File: src/rtl/mod_sequencer.sv
// Sequential unsigned a mod b using an external WIDTH-bit ALU (restoring division, remainder only).
// Optional macro MOD_EARLY_EXIT_EN: finish in CHECK when a < b.
module mod_sequencer #(
    parameter int WIDTH = 32
) (
    input  logic             clk,
    input  logic             reset_n,
    input  logic             start,
    input  logic [WIDTH-1:0] a,
    input  logic [WIDTH-1:0] b,
    output logic [WIDTH-1:0] alu_a,
    output logic [WIDTH-1:0] alu_b,
    output logic [2:0]       alu_op,
    input  logic [WIDTH-1:0] alu_r,
    input  logic             alu_cout,
    output logic             busy,
    output logic             done,
    output logic [WIDTH-1:0] result,
    output logic             div_zero
);

    localparam int CW = $clog2(WIDTH + 1);
    localparam logic [2:0] OP_SUB = 3'b110;
    localparam logic [2:0] OP_NOP = 3'b000;

    typedef enum logic [1:0] {IDLE, CHECK, RUN, DONE} state_t;

    state_t           state_reg, state_next;
    logic [WIDTH-1:0] dividend_reg, divisor_reg, rem_reg, rem_next;
    logic [WIDTH-1:0] alu_a_reg, alu_b_reg, result_reg;
    logic [CW-1:0]    cnt_reg;
    logic             div_zero_reg;
    logic [WIDTH-1:0] shifted;
    logic             last_iter;

    assign result   = result_reg;
    assign div_zero = div_zero_reg;

    always_ff @(posedge clk) begin
        if (!reset_n) state_reg <= IDLE;
        else          state_reg <= state_next;
    end

    always_comb begin
        state_next = state_reg;
        alu_a      = alu_a_reg;
        alu_b      = alu_b_reg;
        alu_op     = OP_NOP;
        busy       = 1'b0;
        done       = 1'b0;
        shifted    = {rem_reg[WIDTH-2:0], dividend_reg[WIDTH-1]};
        rem_next   = rem_reg;
        last_iter  = (cnt_reg == CW'(WIDTH - 1));
        case (state_reg)
            IDLE: begin
                if (start) state_next = CHECK;
            end
            CHECK: begin
                busy   = 1'b1;
                alu_op = OP_SUB;
`ifdef MOD_EARLY_EXIT_EN
                alu_a = dividend_reg;
                alu_b = divisor_reg;
                if (divisor_reg == '0 || !alu_cout) state_next = DONE;
                else                                state_next = RUN;
`else
                if (divisor_reg == '0) state_next = DONE;
                else                   state_next = RUN;
`endif
            end
            RUN: begin
                busy   = 1'b1;
                alu_op = OP_SUB;
                alu_a  = shifted;
                alu_b  = divisor_reg;
                // A shifted-out 1 means s exceeds the divisor even when the ALU reports a borrow.
                rem_next = (alu_cout || rem_reg[WIDTH-1]) ? alu_r : shifted;
                if (last_iter) state_next = DONE;
            end
            DONE: begin
                done       = 1'b1;
                state_next = IDLE;
            end
            default: state_next = IDLE;
        endcase
    end

    always_ff @(posedge clk) begin
        if (!reset_n) begin
            dividend_reg <= '0;
            divisor_reg  <= '0;
            rem_reg      <= '0;
            cnt_reg      <= '0;
            alu_a_reg    <= '0;
            alu_b_reg    <= '0;
            result_reg   <= '0;
            div_zero_reg <= 1'b0;
        end else begin
            alu_a_reg <= alu_a;
            alu_b_reg <= alu_b;
            case (state_reg)
                IDLE: begin
                    if (start) begin
                        dividend_reg <= a;
                        divisor_reg  <= b;
                        rem_reg      <= '0;
                        cnt_reg      <= '0;
                        div_zero_reg <= 1'b0;
                    end
                end
                CHECK: begin
                    if (divisor_reg == '0) begin
                        result_reg   <= dividend_reg;
                        div_zero_reg <= 1'b1;
                    end
`ifdef MOD_EARLY_EXIT_EN
                    else if (!alu_cout) begin
                        result_reg <= dividend_reg;
                    end
`endif
                end
                RUN: begin
                    rem_reg      <= rem_next;
                    dividend_reg <= {dividend_reg[WIDTH-2:0], 1'b0};
                    cnt_reg      <= cnt_reg + CW'(1);
                    if (last_iter) result_reg <= rem_next;
                end
                default: ;
            endcase
        end
    end

endmodule

File: config.mk
export PLATFORM = sky130hd
export DESIGN_NAME = mod_sequencer
export DESIGN_NICKNAME = d
export VERILOG_FILES = /design/src/rtl/mod_sequencer.sv
export SDC_FILE = /design/constraint.sdc
export NUM_CORES = 1
export LEC_CHECK = 0
export BUFFER_PORTS_ARGS = -buffer_cell sky130_fd_sc_hd__clkbuf_2
export CORE_MARGIN = 2
export CORE_UTILIZATION = 28
export CTS_BUF_LIST = sky130_fd_sc_hd__clkbuf_4 sky130_fd_sc_hd__clkbuf_8
export DETAILED_ROUTE_END_ITERATION = 8
export HOLD_SLACK_MARGIN = 0.02
export PLACE_DENSITY = 0.49
export SYNTH_ARGS = -nofsm -noshare
export SYNTH_HDL_FRONTEND = slang
export SYNTH_SLANG_ARGS = --single-unit
File: constraint.sdc
create_clock -name clk -period 2.5 [get_ports clk]
set_input_delay 0 -clock clk [delete_from_list [all_inputs] [get_ports clk]]
set_output_delay 0 -clock clk [all_outputs]
set_load 0.1 [all_outputs]
==> out/metrics.csv <==
stage;metric;value;unit
yosys;synth-seq-cells;201;
yosys;syn_nets;1031;
hold_path;holdPathStages;4;
finish;drive_gt1_share;28.5;%
yosys;syn-cell-area;8800;um^2
die;io_pins;202;
worst_setup_path;worstRegToRegCells;6;
global_route;grt_pass1_vias;7445;
yosys;ys_top_cells_by_area;dfxtp_1 46%, mux2i_1 11%, nand2_1 8.7%, mux2_2 8.3%, and2_1 7.0%;
die;core_area;30700;um^2
worst_setup_path;cp.arrival;2.36;ns
clocking;cts_max_path_buffers;3;
sta;fin_skew;0.0145;ns
die;dieArea;32900;um^2
hold_path;hold_start;start;
die;num_rows;64;
pwr;seqPwrFrac;32.5;%
clocking;cts.sinks;201;
global_route;grt_max_degree;91;
route;wire_per_inst;14.9;um
route;vias;7429;
sta;period_share;94.5;%
clocking;clock-root-buffer;clkbuf_8;
worst_setup_path;required;2.50;ns
clocking;cts_tree;done;
global_route;overflow;0;
finish;final_area;12500;um^2
placement;post_dp_cell_area;10500;um^2
placement;portBuffers;200;
global_route;grtUsageTotal;14.8;%
clocking;cts_max_level;2;
die;die_h;181;um
pwr;powerDensity;1000;nW/um^2
worst_setup_path;crit_fanout;16;
yosys;yosys_warnings;0;
sta;tns;0;ns
pwr;p_leak;5.73;nW
pwr;pwr-share-comb;41.3;%
pwr;p_total;12.5;mW
route;drt-total-wl;24.7;mm
sta;hold_viol;0;
finish;n_antenna_cell;0;
route;ant_nets;0;
route;drc;0;
pwr;power.internal;7.37;mW
clocking;clk_pin_slew_worst_paths;0.06;ns
clocking;clkLatencyLatePin;0.52;ns
hold_path;hold_end;div_zero;
hold_path;hold_path_class;in -> reg;
finish;layout_common_cells;203 x nand2_1, 201 x dfxtp_1, 177 x clkbuf_2;
route;drt_iter0_drc;306;
route;viasPerCell;4.49;
sta;finalSetupViolCount;0;
yosys;seq_area_frac_synth;45.7;%
finish;final_cells;1656;
worst_setup_path;worst_setup_path_start_kind;flop;
worst_setup_path;r2r-end;dividend_reg[23];
yosys;syn_area_per_cell;9.51;um^2
finish;final_common_cell;nand2_1;
worst_setup_path;crit_start;state_reg[0];
job;cap_violations;0;
placement;dpl.hpwl;16.2;mm
placement;dp_cells;1467;
die;start_util;28.6;%
worst_setup_path;r2r_setup_slack;0.17;ns
worst_setup_path;worstSetupPathType;reg -> out;
finish;nets;1343;
pwr;switching_power;5.17;mW
yosys;synth_top_area_cell;dfxtp_1;
pwr;vdd_drop_max;0.620;mV
sta;period_minus_slack;2.36;ns
route;firstDrtPassIters;4;
worst_setup_path;r2r-start;state_reg[0];
finish;area_growth;42.1;%
clocking;cts_buffers;41;
sta;fmax;423;MHz
sta;rsz0062_at_grt;no;
yosys;synth_cells;926;
yosys;synth_top_area_share;45.7;%
global_route;antenna_found_initial;0;
die;die_x;181;um
placement;globalplace.congestion;0.722;
yosys;yosysUniqueCellTypes;38;
finish;fill_cells;3096;
sta;hold_ws;0.0711;ns
pwr;clockPowerShare;26.2;%
pwr;switching_share;41.2;%
sta;relSlewSlack;55.2;%
sta;slew_viol_final;0;
run_status;outcome;complete, no violations;
global_route;grt_pass1_wl;39.7;mm
worst_setup_path;critical_path.endpoint_type;output port;
sta;worstMarginPinSlew;0.672;ns
power by group through the flow:
stage          combinational [mW]  clock (mW)  sequential, mW
6_report                     5.17        3.29            4.08
3_3_place_gp                 4.84           0            4.14
2_1_floorplan                3.34           0            4.58
5_1_grt                      5.57        3.60            4.15
3_5_place_dp                 4.86           0            4.15
4_1_cts                      5.20        3.43            4.08
routing by layer:
| metal | vias to the layer above | share of wire (%) | track usage, % |
|---|---|---|---|
| met5 | - | 0 | 0 |
| met4 | 0 | 1.9 | 4.42 |
| li1 | 3776 | - | - |
| met1 | 3461 | 46 | 19.1 |
| met2 | 153 | 47 | 25.1 |
| met3 | 39 | 4.3 | 2.72 |
cells in the mapped netlist, drive strengths merged:
cell    number
nand2      203
dfxtp      201
and2        99
mux2i       96
mux2        65
clkbuf      44
o21ai       38
a21boi      34
o211ai      32
buf         31
o211a       31
nor4         8
a21oi        6
ha           5
nand3        5
inv          4
nor2         4
nor2b        4
nand2b       3
a22oi        2
nor3         2
a32oi        1
and3         1
conb         1
nand3b       1
nor3b        1
nor4b        1
o21a         1
o22ai        1
o31ai        1
how the worst max path moves through the flow:
stage,slack [ns],cells past startpoint,endpoint
floorplan,0.49,7,alu_a_reg[10]
global placement,0.42,8,result[31]
detailed placement,0.29,8,result[1]
CTS,0.001,5,alu_a[17]
global route,0.003,5,alu_b[28]
finish,0.14,5,alu_b[6]
worst max-delay path, stage by stage (launching register included):
cell and delay [ns]:
dfxtp_1 0.35, inv_1 0.14, ha_4 0.28, buf_4 0.31, mux2_2 0.38, clkbuf_2 0.38
logic make-up after synthesis:
kind of cell | share of synthesized area [%]
compound gates | 12.3
fa+ha+maj | 0.711
buf+inv | 4.04
flops | 45.7
mux | 19.3
other cells | 0.0426
simple gates | 18.0
through the flow:
stage                     utilization (%)  setup WS (ns)
final                                40.7          0.137
after global routing                 40.7        0.00285
after CTS                            40.6        0.00128
after detailed placement             34.0          0.293
after global placement               34.0          0.417
after floorplan                         -          0.493
area by class of cell:
class | instances | area, um^2 | share of cell area (%)
Tap cell | 396 | 495 | 3.96
Timing Repair Buffer | 344 | 2730 | 21.8
Sequential cell | 201 | 4020 | 32.2
Clock inverter | 3 | 18.8 | 0.150
Inverter | 4 | 15.0 | 0.120
Multi-Input combinational cell | 646 | 4460 | 35.7
Clock buffer | 62 | 759 | 6.07
what timing repair did:
action,4_1_cts,5_1_grt
resized for setup,0,9
hold endpoints to repair,137,0
setup buffers,0,0
endpoints found under the setup margin,0,10
hold buffers,124,0
Note: power is estimated with default switching activity, not from simulation.
